===== src/rtl/dispatch_pkg.sv =====
// Shared field widths, hlt encoding and entry packing for the dispatch queue.
// Latency: n/a (types and pure functions only).
// Backpressure: n/a.
package dispatch_pkg;

    localparam int OPC_W   = 12;
    localparam int REG_W   = 5;
    localparam int IMM_W   = 16;
    localparam int ADDR_W  = 26;
    localparam int PC_W    = 32;
    localparam int ENTRY_W = PC_W + ADDR_W + IMM_W + 4 * REG_W + OPC_W;  // 106

    // hlt = {6'h3F, 6'd0} in the packed opcode form used by decode
    localparam logic [OPC_W-1:0] HLT_OPCODE = 12'hFC0;

    // Declaration order gives the storage layout
    // {pc, address, immediate, shamt, rd, rt, rs, opcode}, pc in the MSBs.
    typedef struct packed {
        logic [PC_W-1:0]   pc;
        logic [ADDR_W-1:0] address;
        logic [IMM_W-1:0]  immediate;
        logic [REG_W-1:0]  shamt;
        logic [REG_W-1:0]  rd;
        logic [REG_W-1:0]  rt;
        logic [REG_W-1:0]  rs;
        logic [OPC_W-1:0]  opcode;
    } entry_t;

    function automatic logic [ENTRY_W-1:0] pack_entry(input entry_t e);
        return e;
    endfunction

    function automatic entry_t unpack_entry(input logic [ENTRY_W-1:0] v);
        return entry_t'(v);
    endfunction

endpackage


===== src/rtl/dq_storage.sv =====
// DEPTH x WIDTH register array, one write port, one combinational read port.
// Latency: write visible on the read port after the writing edge.
// Backpressure: none; the caller gates wr_en.
// Ports: clk, wr_en/wr_ptr/wr_dat (write), rd_ptr -> rd_dat (async read).
module dq_storage
    import dispatch_pkg::*;
#(
    parameter int DEPTH = 8,
    parameter int PTR_W = 3,
    parameter int WIDTH = ENTRY_W
) (
    input  logic             clk,
    input  logic             wr_en,
    input  logic [PTR_W-1:0] wr_ptr,
    input  logic [WIDTH-1:0] wr_dat,
    input  logic [PTR_W-1:0] rd_ptr,
    output logic [WIDTH-1:0] rd_dat
);

    // Contents are never reset: the control logic masks empty slots.
    logic [WIDTH-1:0] mem [DEPTH];

    always_ff @(posedge clk) begin
        if (wr_en) begin
            mem[wr_ptr] <= wr_dat;
        end
    end

    assign rd_dat = mem[rd_ptr];

endmodule


===== src/rtl/dispatch_queue.sv =====
// Decoded-instruction FIFO between decode and dispatch, with flush and hlt blocking.
// Latency: 1 cycle push-to-pop (0 when empty with DISPATCHQ_BYPASS_EN defined).
// Backpressure: in_ready low when full or after hlt is taken; in_ready never depends on out_ready.
// Ports: clk, rst (async active-low), flush; in_valid/in_ready + in_* fields;
//        out_valid/out_ready + out_* fields; count (occupancy), halted.
// Optional macro: DISPATCHQ_BYPASS_EN enables empty-queue combinational bypass.
module dispatch_queue
    import dispatch_pkg::*;
#(
    parameter int              DEPTH      = 8,
    parameter int              PTR_W      = 3,
    parameter logic [OPC_W-1:0] HLT_OPCODE = dispatch_pkg::HLT_OPCODE
) (
    input  logic              clk,
    input  logic              rst,
    input  logic              flush,

    input  logic              in_valid,
    input  logic [OPC_W-1:0]  in_opcode,
    input  logic [REG_W-1:0]  in_rs,
    input  logic [REG_W-1:0]  in_rt,
    input  logic [REG_W-1:0]  in_rd,
    input  logic [REG_W-1:0]  in_shamt,
    input  logic [IMM_W-1:0]  in_immediate,
    input  logic [ADDR_W-1:0] in_address,
    input  logic [PC_W-1:0]   in_pc,
    output logic              in_ready,

    output logic              out_valid,
    input  logic              out_ready,
    output logic [OPC_W-1:0]  out_opcode,
    output logic [REG_W-1:0]  out_rs,
    output logic [REG_W-1:0]  out_rt,
    output logic [REG_W-1:0]  out_rd,
    output logic [REG_W-1:0]  out_shamt,
    output logic [IMM_W-1:0]  out_immediate,
    output logic [ADDR_W-1:0] out_address,
    output logic [PC_W-1:0]   out_pc,

    output logic [PTR_W:0]    count,
    output logic              halted
);

    localparam logic [PTR_W:0]   FULL_CNT = (PTR_W + 1)'(DEPTH);
    localparam logic [PTR_W:0]   CNT_ONE  = (PTR_W + 1)'(1);
    localparam logic [PTR_W-1:0] PTR_ONE  = PTR_W'(1);

    logic [PTR_W-1:0] head;
    logic [PTR_W-1:0] tail;

    entry_t           in_ent;
    entry_t           head_ent;
    entry_t           out_ent;
    logic [ENTRY_W-1:0] rd_dat;

    logic             bypass_vld;   // empty queue forwarding the input this cycle
    logic             take;         // instruction accepted from decode
    logic             push;         // accepted instruction actually written
    logic             pop;          // stored head entry consumed

    assign in_ent = '{
        pc:        in_pc,
        address:   in_address,
        immediate: in_immediate,
        shamt:     in_shamt,
        rd:        in_rd,
        rt:        in_rt,
        rs:        in_rs,
        opcode:    in_opcode
    };

    // Registered-only: a same-cycle pop never frees a slot for a same-cycle push.
    assign in_ready = (count != FULL_CNT) & ~halted;

`ifdef DISPATCHQ_BYPASS_EN
    assign bypass_vld = (count == '0) & in_valid & ~halted & ~flush;
`else
    assign bypass_vld = 1'b0;
`endif

    assign out_valid = (count != '0) | bypass_vld;

    // flush wins over everything at the edge.
    assign take = in_valid & in_ready & ~flush;
    // A bypassed entry that dispatch accepts immediately never touches storage.
    assign push = take & ~(bypass_vld & out_ready);
    assign pop  = (count != '0) & out_ready & ~flush;

    dq_storage #(
        .DEPTH (DEPTH),
        .PTR_W (PTR_W),
        .WIDTH (ENTRY_W)
    ) u_storage (
        .clk    (clk),
        .wr_en  (push),
        .wr_ptr (tail),
        .wr_dat (pack_entry(in_ent)),
        .rd_ptr (head),
        .rd_dat (rd_dat)
    );

    assign head_ent = unpack_entry(rd_dat);

    // Output fields read zero whenever nothing is presented, so stale
    // storage contents never leak onto the dispatch bus.
    always_comb begin
        out_ent = '0;
        if (bypass_vld) begin
            out_ent = in_ent;
        end else if (count != '0) begin
            out_ent = head_ent;
        end
    end

    assign out_opcode    = out_ent.opcode;
    assign out_rs        = out_ent.rs;
    assign out_rt        = out_ent.rt;
    assign out_rd        = out_ent.rd;
    assign out_shamt     = out_ent.shamt;
    assign out_immediate = out_ent.immediate;
    assign out_address   = out_ent.address;
    assign out_pc        = out_ent.pc;

    always_ff @(posedge clk or negedge rst) begin
        if (!rst) begin
            head   <= '0;
            tail   <= '0;
            count  <= '0;
            halted <= 1'b0;
        end else if (flush) begin
            head   <= '0;
            tail   <= '0;
            count  <= '0;
            halted <= 1'b0;
        end else begin
            if (push) begin
                tail <= tail + PTR_ONE;
            end
            if (pop) begin
                head <= head + PTR_ONE;
            end
            case ({push, pop})
                2'b10:   count <= count + CNT_ONE;
                2'b01:   count <= count - CNT_ONE;
                default: count <= count;
            endcase
            // hlt blocks further intake even when it is bypassed straight out.
            if (take && (in_opcode == HLT_OPCODE)) begin
                halted <= 1'b1;
            end
        end
    end

endmodule


===== config.mk =====
export PLATFORM = sky130hd
export DESIGN_NAME = dispatch_queue
export DESIGN_NICKNAME = d
export VERILOG_FILES = /design/src/rtl/dispatch_pkg.sv /design/src/rtl/dq_storage.sv /design/src/rtl/dispatch_queue.sv
export SDC_FILE = /design/constraint.sdc
export NUM_CORES = 1
export LEC_CHECK = 0
export ABC_AREA = 1
export ABC_CLOCK_PERIOD_IN_PS = 11550
export BUFFER_PORTS_ARGS = -buffer_cell sky130_fd_sc_hd__buf_2
export CORE_ASPECT_RATIO = 1.25
export CORE_MARGIN = 2
export CORE_UTILIZATION = 35
export CTS_CLUSTER_SIZE = 12
export DETAILED_ROUTE_END_ITERATION = 6
export SLEW_MARGIN = 25
export SYNTH_ARGS = -nofsm -noshare
export SYNTH_HDL_FRONTEND = slang
export SYNTH_HIERARCHICAL = 1
export SYNTH_SLANG_ARGS = --single-unit

===== constraint.sdc =====
create_clock -name clk -period 11.55 [get_ports clk]
set_input_delay 2.8875 -clock clk [delete_from_list [all_inputs] [get_ports clk]]
set_output_delay 2.8875 -clock clk [all_outputs]
set_load 0.01 [all_outputs]

==> impl_results.md, run 1 <==
- Status: finished clean
- Slack of the worst reg-to-reg path: 8080 ps
- Ratio of final minimum period to clock period: 62.6%
- Total count of max-transition violations in the final report: 0
- Non-filler cells in the finished layout: 5663
- Nets in the synthesized netlist: 4109
- Timing startpoint of the critical path: head[0]
- Vias in the first global route: 24400
- Buffers & Inverters on Critical Path: 4
- Largest net degree at the start of global routing: 151
- Layout-stage area growth over the synthesis result: 13.2%
- Die Footprint: 112000 um^2
- Share of the core filled with cells in the final layout: 40.0%
- Delay-heaviest family, CP: buffers and inverters
- Critical path capture point type: output port
- Post-Syn Instances: 3993
- Actual transition at the worst max-transition pin: 1060 ps
- Static leakage: 20.2 nW
- Via/cell ratio: 4.47
- Wirelength per Cell: 16.3 um
- Post-detailed-placement half-perimeter wirelength: 46300 um
- Combinational share of power: 29.3%
- GR Overflow Total: 0
- Max transition margin: 29.4%
- Share of the yosys chip area belonging to registers: 67.1%
- Post-synth cell types: 26
- Cell Area, Synth: 38400 um^2
- CTS tree: yes
- Minimum setup slack in the final design: 4320 ps
- Launching element type of the critical path: flip-flop
- Post-CTS Hold Buffers: 0
- Library cell with the largest summed area after synthesis: edfxtp_1
- Number of buffers inserted by port buffering: 223
- Crit path DAT: 4340 ps
- Switching Fraction: 34.5%
- Setup Buffers After CTS: 0
- Internal power component: 5.77 mW
- Cts bufs inserted: 89
- Overall global routing resource usage: 16.4%
- Net load switching power: 3.04 mW
- Antenna Nets Post-Route: 0
- Source of the worst register-to-register timing path: count[3]
- Core box area: 109000 um^2
- Power Density: 203 nW/um^2
- Final weighted congestion in routability-driven placement: 0.741
- Cell types with the largest area share after synthesis: edfxtp_1 (66%), nand2_1 (14%), inv_1 (9.5%)
- Fill cell total of the finished layout: 10500
- Worst reg2reg endpoint: u_storage/mem[2][74]
- Logic depth of the worst register-to-register path: 8
- Final Net Count: 4277
- Iteration count of the initial detailed-routing pass: 5
- Via count of the routed design: 25300
- Fraction of power consumed by sequential logic: 40.8%
- H-tree depth reported by CTS: 3
- Antenna violations before repair: 26
- Clk pwr share: 29.8%
- Clock network latency to the later pin of the worst-skew pair: 650 ps
- Post-CTS sizing: 0
- Top FF cell, synth: edfxtp_1
- Req. time, crit path: 8660 ps
- Upper clock frequency limit: 138 MHz
- Final-report setup violation count: 0
- Fraction of synthesized cell area taken by the top area cell type: 66.4%
- Worst hold path type: flip-flop to flip-flop
- Aggregate routed wire length: 92600 um
- Max rail drop VDD: 0.139 mV
- GR Util met2: 29.5%
- FP Rows: 135
- YS warnings: 6
- Final period demand of the worst path: 7230 ps
- Worst Setup EP: out_address[10]
- Cell count after placement: 5507
- Delay of the slowest critical-path stage: 1050 ps
- Number of synthesized register bits: 859
- Fraction of registers with async set or reset after synthesis: 1.28%
- Drt first-iter violations: 1423
- Syn_area_per_cell: 9.61 um^2
- Setup TNS: 0 ps
- Most frequent cells after synthesis: nand2_1 (1406), inv_1 (966), edfxtp_1 (848)
- Path type of the worst setup path: flip-flop to output port
- GR met1 Demand/Resource: 19.7%
- Max stage delay cell, worst path: dfrtp_4
- Die span in y: 374 um
- Fraction of layout instances using a drive strength above 1: 9.10%
- Number of top-level design ports: 224
- Worst clock skew: 16.7 ps
- Unrepaired setup endpoints after global routing: false
- Global-route wire length before repair: 141000 um
- CP Cell Sequence: buf_4 > buf_4 > nand2_1 > nand3_1 > nand2_1 > nand2_1 > nand2_1 > inv_1 > nor2_1 > buf_2
- Number of synthesized flops with an enable pin: 848
- Global routing's busiest layer: met2
- Clk slew on worst S/H paths: 60 ps
- Number of hold violations in the final report: 0
- Global-route track usage on met3: 2.94%
- Initial Utilization: 35.3%
- Number of max-capacitance violations reported: 0
- Leading cell type by number of instances after synthesis: nand2_1
- Clock root buffer: clkbuf_16
- WP depth: 10
- Worst-case clock buffer depth: 3
- Residual DRC count: 0
- Dominant cell type by count on the critical path: nand2_1
- Largest fanout on the critical path: 88
- Horizontal extent of the die: 300 um
- Clock Sink Count: 859
- Setup WS pre-CTS: 4900 ps
==> cell usage in the layout (no fill, tap or decap), types with 3 or more instances in the layout <==
master	n
buf_2	223
clkbuf_16	91
o21ai_0	3
dfrtp_1	8
edfxtp_1	848
dfrtp_4	3
nor2_1	110
ha_1	4
nand3_1	436
nor2_4	8
nand2_2	3
inv_16	3
buf_4	20
inv_1	966
nor2_2	4
a21oi_1	3
clkbuf_1	29
nand2_1	1406
buf_6	3
diode_2	6
buf_12	4
clkinv_1	13
clkinv_2	8
==> state kept, by name (all words and copies together), names as in the netlist <==
register       flops
head               3
count              4
u_storage/mem    848
tail               3
halted             1
==> routing by layer <==
| layer | part of all wire (%) | routed length (um) | vias up |
|---|---|---|---|
| met5 | 0.14 | 128 | - |
| met3 | 5.0 | 4650 | 181 |
| met2 | 50 | 46500 | 509 |
| met4 | 2.6 | 2440 | 20 |
| met1 | 42 | 38800 | 12000 |
| li1 | - | - | 12600 |
==> logic make-up (layout without fill, tap and decap cells) <==
| group | count (synthesis) | after routing | synth area share (%) |
|---|---|---|---|
| and+or+nand+nor | 1972 | 1972 | 20.8 |
| buffers and inverters | 1146 | 1372 | 11.7 |
| adders and majority gates | 5 | 5 | 0.183 |
| AOI/OAI and AO/OA | 10 | 10 | 0.144 |
| xor gates and xnor gates | 1 | 1 | 0.0228 |
| other | 0 | 6 | 0 |
| DFF | 859 | 859 | 67.1 |
==> final cells by class <==
class	instances	area (um^2)	share of cell area (%)
Antenna cell	6	15.0	0.0346
Sequential cell	859	25800	59.3
Timing Repair Buffer	251	1410	3.24
Clock buffer	120	2390	5.50
Inverter	972	3670	8.45
Clock inverter	29	213	0.490
Tap cell	1438	1800	4.14
Multi-Input combinational cell	1988	8180	18.8
==> through the flow <==
step	hold WS, ps	power [mW]	instance area, um^2
after floorplan	427	5.41	38400
after global placement	508	6.28	40800
after detailed placement	514	6.30	40800
after CTS	525	8.95	43400
after global routing	567	9.37	43400
final	520	8.81	43400
==> how the worst min path moves through the flow <==
stage / start / slack, ps / cells past startpoint / endpoint
after global placement: tail[2] / 510 / 1 / tail[2]
after global routing: tail[2] / 570 / 1 / tail[2]
after floorplan: head[2] / 430 / 1 / head[2]
final: tail[2] / 520 / 1 / tail[2]
after detailed placement: tail[2] / 510 / 1 / tail[2]
after CTS: tail[2] / 520 / 1 / tail[2]
==> worst register-to-register path: stages, from the launching register on <==
cell and delay (ps):
dfrtp_1 430, inv_1 100, nor2_1 40, nand2_1 90
nand3_2 150, nor2_2 200, nand2_1 290, nor2_4 830
buf_4 830
==> power groups by stage <==
stage | Sequential (mW) | Clock [mW] | Combinational (mW)
3_5_place_dp | 3.66 | 0 | 2.63
5_1_grt | 3.61 | 2.82 | 2.94
3_3_place_gp | 3.66 | 0 | 2.62
4_1_cts | 3.60 | 2.71 | 2.64
6_report | 3.60 | 2.63 | 2.58
2_1_floorplan | 3.62 | 0 | 1.79
No activity file was read; power rests on OpenSTA's default activity.
==> run 2, diff against run 1 <==
--- a/config.mk
+++ b/config.mk
@@ -6,7 +6,7 @@
 export NUM_CORES = 1
 export LEC_CHECK = 0
 export ABC_AREA = 1
-export ABC_CLOCK_PERIOD_IN_PS = 11550
+export ABC_CLOCK_PERIOD_IN_PS = 6100
 export BUFFER_PORTS_ARGS = -buffer_cell sky130_fd_sc_hd__buf_2
 export CORE_ASPECT_RATIO = 1.25
 export CORE_MARGIN = 2
==> constraint.sdc (replaced) <==
create_clock -name clk -period 6.1 [get_ports clk]
set_input_delay 1.525 -clock clk [delete_from_list [all_inputs] [get_ports clk]]
set_output_delay 1.525 -clock clk [all_outputs]
set_load 0.01 [all_outputs]
==> impl_results.md, run 2 (same netlist as run 1, synthesis figures left out) <==
- GR Overflow Total: 0 (unchanged)
- Wirelength per Cell: 16.2 um (-1.1%)
- Layout-stage area growth over the synthesis result: 13.6%
- Die Footprint: 112000 um^2 (unchanged)
- Flip-flop count of the largest register, all copies and words added: 848 (unchanged)
- Hold slack: 521 ps (+0.164 ps)
- Final weighted congestion in routability-driven placement: 0.745 (+0.54%)
- Largest net degree at the start of global routing: 186 (+23%)
- Clock Sink Count: 859 (unchanged)
- Aggregate routed wire length: 91800 um (-0.83%)
- Post-detailed-placement half-perimeter wirelength: 47900 um (+3.5%)
- Buffers & Inverters on Critical Path: 4 (unchanged)
- Setup WS pre-CTS: 1770 ps (-3130 ps)
- Upper clock frequency limit: 200 MHz
- Req. time, crit path: 4580 ps (-4080 ps)
- H-tree depth reported by CTS: 3 (unchanged)
- Post-CTS sizing: 0 (unchanged)
- Max rail drop VDD: 0.260 mV (+88%)
- Antenna Nets Post-Route: 0 (unchanged)
- Cts bufs inserted: 89 (unchanged)
- Minimum setup slack in the final design: 1090 ps (-3230 ps)
- Initial Utilization: 35.3% (unchanged)
- Max stage delay cell, worst path: buf_4
- Ratio of final minimum period to clock period: 82.1%
- Non-filler cells in the finished layout: 5677 (+0.25%)
- Largest registers: u_storage/mem: 848 flops, count: 4 flops
- Clk slew on worst S/H paths: 60 ps (about the same)
- Path type of the worst setup path: flip-flop to output port
- CP Cell Sequence: buf_12 > buf_4 > nand2_1 > nand3_1 > nand2_1 > nand2_1 > nand2_1 > inv_1 > nor2_1 > buf_2
- Global-route wire length before repair: 141000 um (-0.20%)
- Register name with the most flops: u_storage/mem
- Final-report setup violation count: 0 (unchanged)
- Setup Buffers After CTS: 0 (unchanged)
- Worst-case clock buffer depth: 3 (unchanged)
- Final period demand of the worst path: 5010 ps
- Top library cells by usage in the layout, fill and taps aside: nand2_1 (1406), inv_1 (966), edfxtp_1 (848), nand3_1 (436), buf_2 (223)
- Residual DRC count: 0 (unchanged)
- Critical path capture point type: output port
- Dominant cell type by count on the critical path: nand2_1
- Total count of max-transition violations in the final report: 0 (unchanged)
- Cell count after placement: 5513 (+0.11%)
- Delay-heaviest family, CP: buffers and inverters
- Antenna violations before repair: 30 (+15%)
- Largest fanout on the critical path: 159 (+81%)
- Via/cell ratio: 4.44 (-0.81%)
- Worst clock skew: 29.7 ps (+13.0 ps)
- Iteration count of the initial detailed-routing pass: 5 (unchanged)
- Via count of the routed design: 25200 (-0.56%)
- Actual transition at the worst max-transition pin: 1040 ps (-15.4 ps)
- Static leakage: 20.2 nW (+0.25%)
- Number of hold violations in the final report: 0 (unchanged)
- Worst hold path type: flip-flop to flip-flop
- Number of buffers inserted by port buffering: 223 (unchanged)
- Post-CTS Hold Buffers: 0 (unchanged)
- Number of top-level design ports: 224 (unchanged)
- Final Net Count: 4282 (+0.12%)
- Clock network latency to the later pin of the worst-skew pair: 650 ps (about the same)
- Drt first-iter violations: 1510 (+6.1%)
- Die span in y: 374 um (unchanged)
- Unrepaired setup endpoints after global routing: false
- Core box area: 109000 um^2 (unchanged)
- Vias in the first global route: 24500 (+0.32%)
- Crit path DAT: 3490 ps (-850 ps)
- Delay of the slowest critical-path stage: 680 ps (-370 ps)
- Number of max-capacitance violations reported: 0 (unchanged)
- FP Rows: 135 (unchanged)
- Status: finished clean
- Max transition margin: 30.4% (+1.0 points)
- Power Density: 382 nW/um^2 (+88%)
- Overall global routing resource usage: 16.4% (-0.056 points)
- Clock root buffer: clkbuf_16
- Horizontal extent of the die: 300 um (unchanged)
- Launching element type of the critical path: flip-flop
- Fraction of layout instances using a drive strength above 1: 9.15% (+0.052 points)
- Most common cell after layout, fill and taps aside: nand2_1
- CTS tree: yes
[run 2: changes by cell type in the layout (fill, tap and decap cells not counted), sizes merged]
cell / before / now
buf: 251 / 256
inv: 977 / 972
clkinv: 22 / 28
diode: 6 / 11
clkbuf: 120 / 123
[run 2: metal layers]
metal,up-vias,track usage (%),part of all wire [%]
li1,12600,-,-
met1,11900,20.2,43
met2,517,28.4,49
met3,173,3.00,5.3
met4,28,5.99,2.6
met5,-,0,0.19
[run 2: path summary, 6_finish.rpt]
check / slack [ps] / end / startpoint / cells past startpoint
max: 1090 / out_address[10] / head[0] / 10
min: 520 / tail[2] / tail[2] / 1
max reg2reg: 3100 / u_storage/mem[6][60] / count[3] / 8
min reg2reg: 520 / tail[2] / tail[2] / 1
max in group asynchronous: 5100 / head[1] / rst / 1
min in group asynchronous: 750 / count[3] / rst / 1
[run 2: worst reg2reg max path, cell delays in order, from the launching register on]
cell	delay [ps]
dfrtp_1	430
inv_1	100
nor2_1	40
nand2_1	90
nand3_2	140
nor2_2	200
nand2_1	260
nor2_4	730
buf_12	510
[run 2: final cells by class]
| type | count | area [um^2] |
|---|---|---|
| inverters | 972 | 3670 |
| well taps | 1438 | 1800 |
| diodes | 11 | 27.5 |
| clock inverters | 30 | 171 |
| multi-input cells | 1988 | 8180 |
| clock buffers | 123 | 2420 |
| flip-flops and latches | 859 | 25800 |
| fillers | 10500 | 65000 |
| repair buffers | 256 | 1560 |
[run 2: where the power goes]
group / internal [mW] / switching, mW / total, mW
clock: 2.79 / 2.15 / 4.94
combinational: 1.51 / 3.46 / 4.96
sequential: 6.66 / 0.0885 / 6.75
[run 2: stage by stage]
stage	area (um^2)	utilization [%]	TNS, ps	total power [mW]
floorplan	38400	-	-709410	10.3
global placement	41000	37.7	0	11.9
detailed placement	41000	37.7	0	11.9
CTS	43500	40.1	0	16.9
global route	43600	40.1	0	17.8
finish	43600	40.1	0	16.7
==> run 3, diff against run 2 <==
--- a/config.mk
+++ b/config.mk
@@ -5,8 +5,8 @@
 export SDC_FILE = /design/constraint.sdc
 export NUM_CORES = 1
 export LEC_CHECK = 0
-export ABC_AREA = 1
-export ABC_CLOCK_PERIOD_IN_PS = 6100
+export ABC_AREA = 0
+export ABC_CLOCK_PERIOD_IN_PS = 4420
 export BUFFER_PORTS_ARGS = -buffer_cell sky130_fd_sc_hd__buf_2
 export CORE_ASPECT_RATIO = 1.25
 export CORE_MARGIN = 2
==> constraint.sdc (replaced) <==
create_clock -name clk -period 4.42 [get_ports clk]
set_input_delay 1.105 -clock clk [delete_from_list [all_inputs] [get_ports clk]]
set_output_delay 1.105 -clock clk [all_outputs]
set_load 0.01 [all_outputs]
==> impl_results.md, run 3 <==
- Worst hold path type: primary input to asynchronous set/reset pin
- Via count of the routed design: 15100 (-40%)
- Critical path capture point type: output port
- Antenna Nets Post-Route: 0 (unchanged)
- Final weighted congestion in routability-driven placement: 0.724 (-2.9%)
- Final Net Count: 1816 (-58%)
- Antenna violations before repair: 17 (-43%)
- Post-CTS sizing: 0 (unchanged)
- Slack of the worst reg-to-reg path: 1240 ps (-1860 ps)
- Worst Setup EP: out_opcode[5]
- Cell Area, Synth: 33300 um^2 (-13%)
- Most common cell after layout, fill and taps aside: edfxtp_1
- Setup Buffers After CTS: 0 (unchanged)
- Max transition margin: 56.5% (+26 points)
- Register name with the most flops: u_storage/mem
- Clock root buffer: clkbuf_16
- Cell types with the largest area share after synthesis: edfxtp_1 (76%), mux4_2 (14%), mux2_2 (3.6%)
- Net load switching power: 5.55 mW (-2.5%)
- Buffers & Inverters on Critical Path: 3 (-1)
- Actual transition at the worst max-transition pin: 643 ps (-400 ps)
- H-tree depth reported by CTS: 3 (unchanged)
- Global-route wire length before repair: 107000 um (-24%)
- FP Rows: 126 (-6.7%)
- Combinational share of power: 23.2% (-6.6 points)
- GR Overflow Total: 0 (unchanged)
- Wirelength per Cell: 24.1 um (+49%)
- Largest registers: u_storage/mem: 848 flops, count: 4 flops
- Path type of the worst setup path: flip-flop to output port
- Req. time, crit path: 3310 ps (-1270 ps)
- Largest net degree at the start of global routing: 72 (-61%)
- Horizontal extent of the die: 280 um (-6.7%)
- CP Cell Sequence: or4_4 > buf_12 > buf_4 > and2_1 > buf_2
- Fraction of layout instances using a drive strength above 1: 40.0% (+31 points)
- WP depth: 5 (-5)
- Overall global routing resource usage: 14.7% (-1.6 points)
- Die span in y: 349 um (-6.7%)
- Number of synthesized flops with an enable pin: 848 (unchanged)
- Clock network latency to the later pin of the worst-skew pair: 640 ps (about the same)
- Delay of the slowest critical-path stage: 870 ps (+190 ps)
- Number of top-level design ports: 224 (unchanged)
- Nets in the synthesized netlist: 1541 (-62%)
- Setup TNS: 0 ps (unchanged)
- Top FF cell, synth: edfxtp_1
- Iteration count of the initial detailed-routing pass: 5 (unchanged)
- Static leakage: 12.2 nW (-39%)
- Fraction of registers with async set or reset after synthesis: 1.28% (unchanged)
- Drt first-iter violations: 1047 (-31%)
- Worst-case clock buffer depth: 3 (unchanged)
- Max stage delay cell, worst path: or4_4
- Aggregate routed wire length: 71700 um (-22%)
- Share of the core filled with cells in the final layout: 41.0% (+0.92 points)
- Power Density: 544 nW/um^2 (+42%)
- Most frequent cells after synthesis: edfxtp_1 (848), mux4_2 (212), and2_1 (106), mux2_2 (106)
- Source of the worst register-to-register timing path: count[0]
- Worst clock skew: 22.9 ps (-6.77 ps)
- Upper clock frequency limit: 251 MHz
- YS warnings: 6 (unchanged)
- Number of buffers inserted by port buffering: 223 (unchanged)
- Ratio of final minimum period to clock period: 90.2%
- CTS tree: yes
- Number of hold violations in the final report: 0 (unchanged)
- Final-report setup violation count: 0 (unchanged)
- Post-detailed-placement half-perimeter wirelength: 38500 um (-20%)
- Post-synth cell types: 39 (+50%)
- Clock Sink Count: 859 (unchanged)
- Via/cell ratio: 5.06 (+14%)
- Switching Fraction: 26.3% (-7.9 points)
- Status: finished clean
- Number of max-capacitance violations reported: 0 (unchanged)
- Fill cell total of the finished layout: 8216 (-21%)
- Final period demand of the worst path: 3990 ps
- Library cell with the largest summed area after synthesis: edfxtp_1
- Number of synthesized register bits: 859 (unchanged)
- Fraction of power consumed by sequential logic: 44.4% (+3.9 points)
- Flip-flop count of the largest register, all copies and words added: 848 (unchanged)
- Delay-heaviest family, CP: simple AND/OR/NAND/NOR gates
- Clk pwr share: 32.5% (+2.8 points)
- Launching element type of the critical path: flip-flop
- Internal power component: 15.5 mW (+42%)
- Leading cell type by number of instances after synthesis: edfxtp_1
- Initial Utilization: 35.3% (about the same)
- Worst reg2reg endpoint: count[3]
- Top library cells by usage in the layout, fill and taps aside: edfxtp_1 (848), buf_2 (223), mux4_2 (212), and2_1 (106), mux2_2 (106)
- Timing startpoint of the critical path: count[3]
- Layout-stage area growth over the synthesis result: 16.3%
- Vias in the first global route: 16400 (-33%)
- Unrepaired setup endpoints after global routing: false
- Clk slew on worst S/H paths: 60 ps (about the same)
- Fraction of synthesized cell area taken by the top area cell type: 76.4% (+10 points)
- Die Footprint: 97800 um^2 (-13%)
- Residual DRC count: 0 (unchanged)
- Largest fanout on the critical path: 47 (-70%)
- Syn_area_per_cell: 23.4 um^2 (+140%)
- Core box area: 94400 um^2 (-13%)
- Cts bufs inserted: 88 (-1.1%)
- Crit path DAT: 2880 ps (-610 ps)
- Total count of max-transition violations in the final report: 0 (unchanged)
- Share of the yosys chip area belonging to registers: 77.2% (+10 points)
- Logic depth of the worst register-to-register path: 8 (unchanged)
- Post-Syn Instances: 1425 (-64%)
- Max rail drop VDD: 0.794 mV (+210%)
- Post-CTS Hold Buffers: 0 (unchanged)
run 3: changes by cell type after synthesis, moves of 10 or more:
cell | before | now
and2_1 | 0 | 106
buf_1 | 12 | 2
buf_2 | 133 | 25
buf_4 | 10 | 0
buf_6 | 0 | 21
inv_1 | 966 | 0
mux2_2 | 0 | 106
mux4_2 | 0 | 212
nand2_1 | 1406 | 3
nand3_1 | 436 | 3
nor2_1 | 118 | 14
run 3: stage by stage:
stage	instance area (um^2)	instances	power (mW)	hold WS (ps)	worst slack, ps
after floorplan	33400	1425	12.8	503	-367
after global placement	36100	2825	14.5	551	1090
after detailed placement	36100	2825	14.5	553	1050
after CTS	38700	2969	21.4	305	336
after global routing	38800	2973	22.1	302	274
final	38800	2974	21.1	341	432
run 3: worst min-delay path by stage:
stage                     startpoint       end  slack, ps  depth (start not counted)
after floorplan              head[2]   head[2]        500                          2
after global placement       tail[2]   tail[2]        550                          2
after detailed placement     tail[2]   tail[2]        550                          2
after CTS                        rst  count[0]        310                          1
after global routing             rst  count[0]        300                          1
final                            rst  count[0]        340                          1
run 3: power by group through the flow:
stage	clock [mW]	combinational (mW)	sequential (mW)
floorplan	0	3.33	9.51
global placement	0	4.96	9.51
detailed placement	0	4.99	9.53
CTS	7.04	5.01	9.36
global route	7.35	5.33	9.38
finish	6.85	4.88	9.36
run 3: worst reg2reg max path, delay by kind of cell (launching register included):
family          cells  cell delay [ps]
simple gates        3             1410
compound gates      3              700
flops               1              500
fa+ha+maj           1              330
mux                 1              130
run 3: final cells by class:
type	count	area [um^2]	area share, %
clock inverter	24	203	0.523
sequential	859	25800	66.4
timing repair buffer	259	1690	4.35
clock buffer	120	2390	6.18
multi-input combinational	492	7200	18.6
tap	1216	1520	3.92
antenna	4	10.0	0.0258
run 3: per-layer routing:
| layer | wire [um] | GRT usage (%) | share of wire [%] | up-vias |
|---|---|---|---|---|
| li1 | - | - | - | 6505 |
| met1 | 30600 | 19.3 | 43 | 8073 |
| met2 | 35500 | 24.4 | 50 | 339 |
| met3 | 3950 | 3.82 | 5.5 | 116 |
| met4 | 1450 | 3.91 | 2.0 | 26 |
| met5 | 162 | 0 | 0.23 | - |
run 3: logic make-up (layout without fill, tap and decap cells):
group | count (synthesis) | count (layout) | share of synthesized area (%)
mux | 320 | 320 | 18.0
xor+xnor | 5 | 5 | 0.131
fa+ha+maj | 5 | 5 | 0.210
flops | 859 | 859 | 77.2
simple gates | 149 | 149 | 2.74
other cells | 0 | 4 | 0
buf+inv | 74 | 403 | 1.45
compound gates | 13 | 13 | 0.323
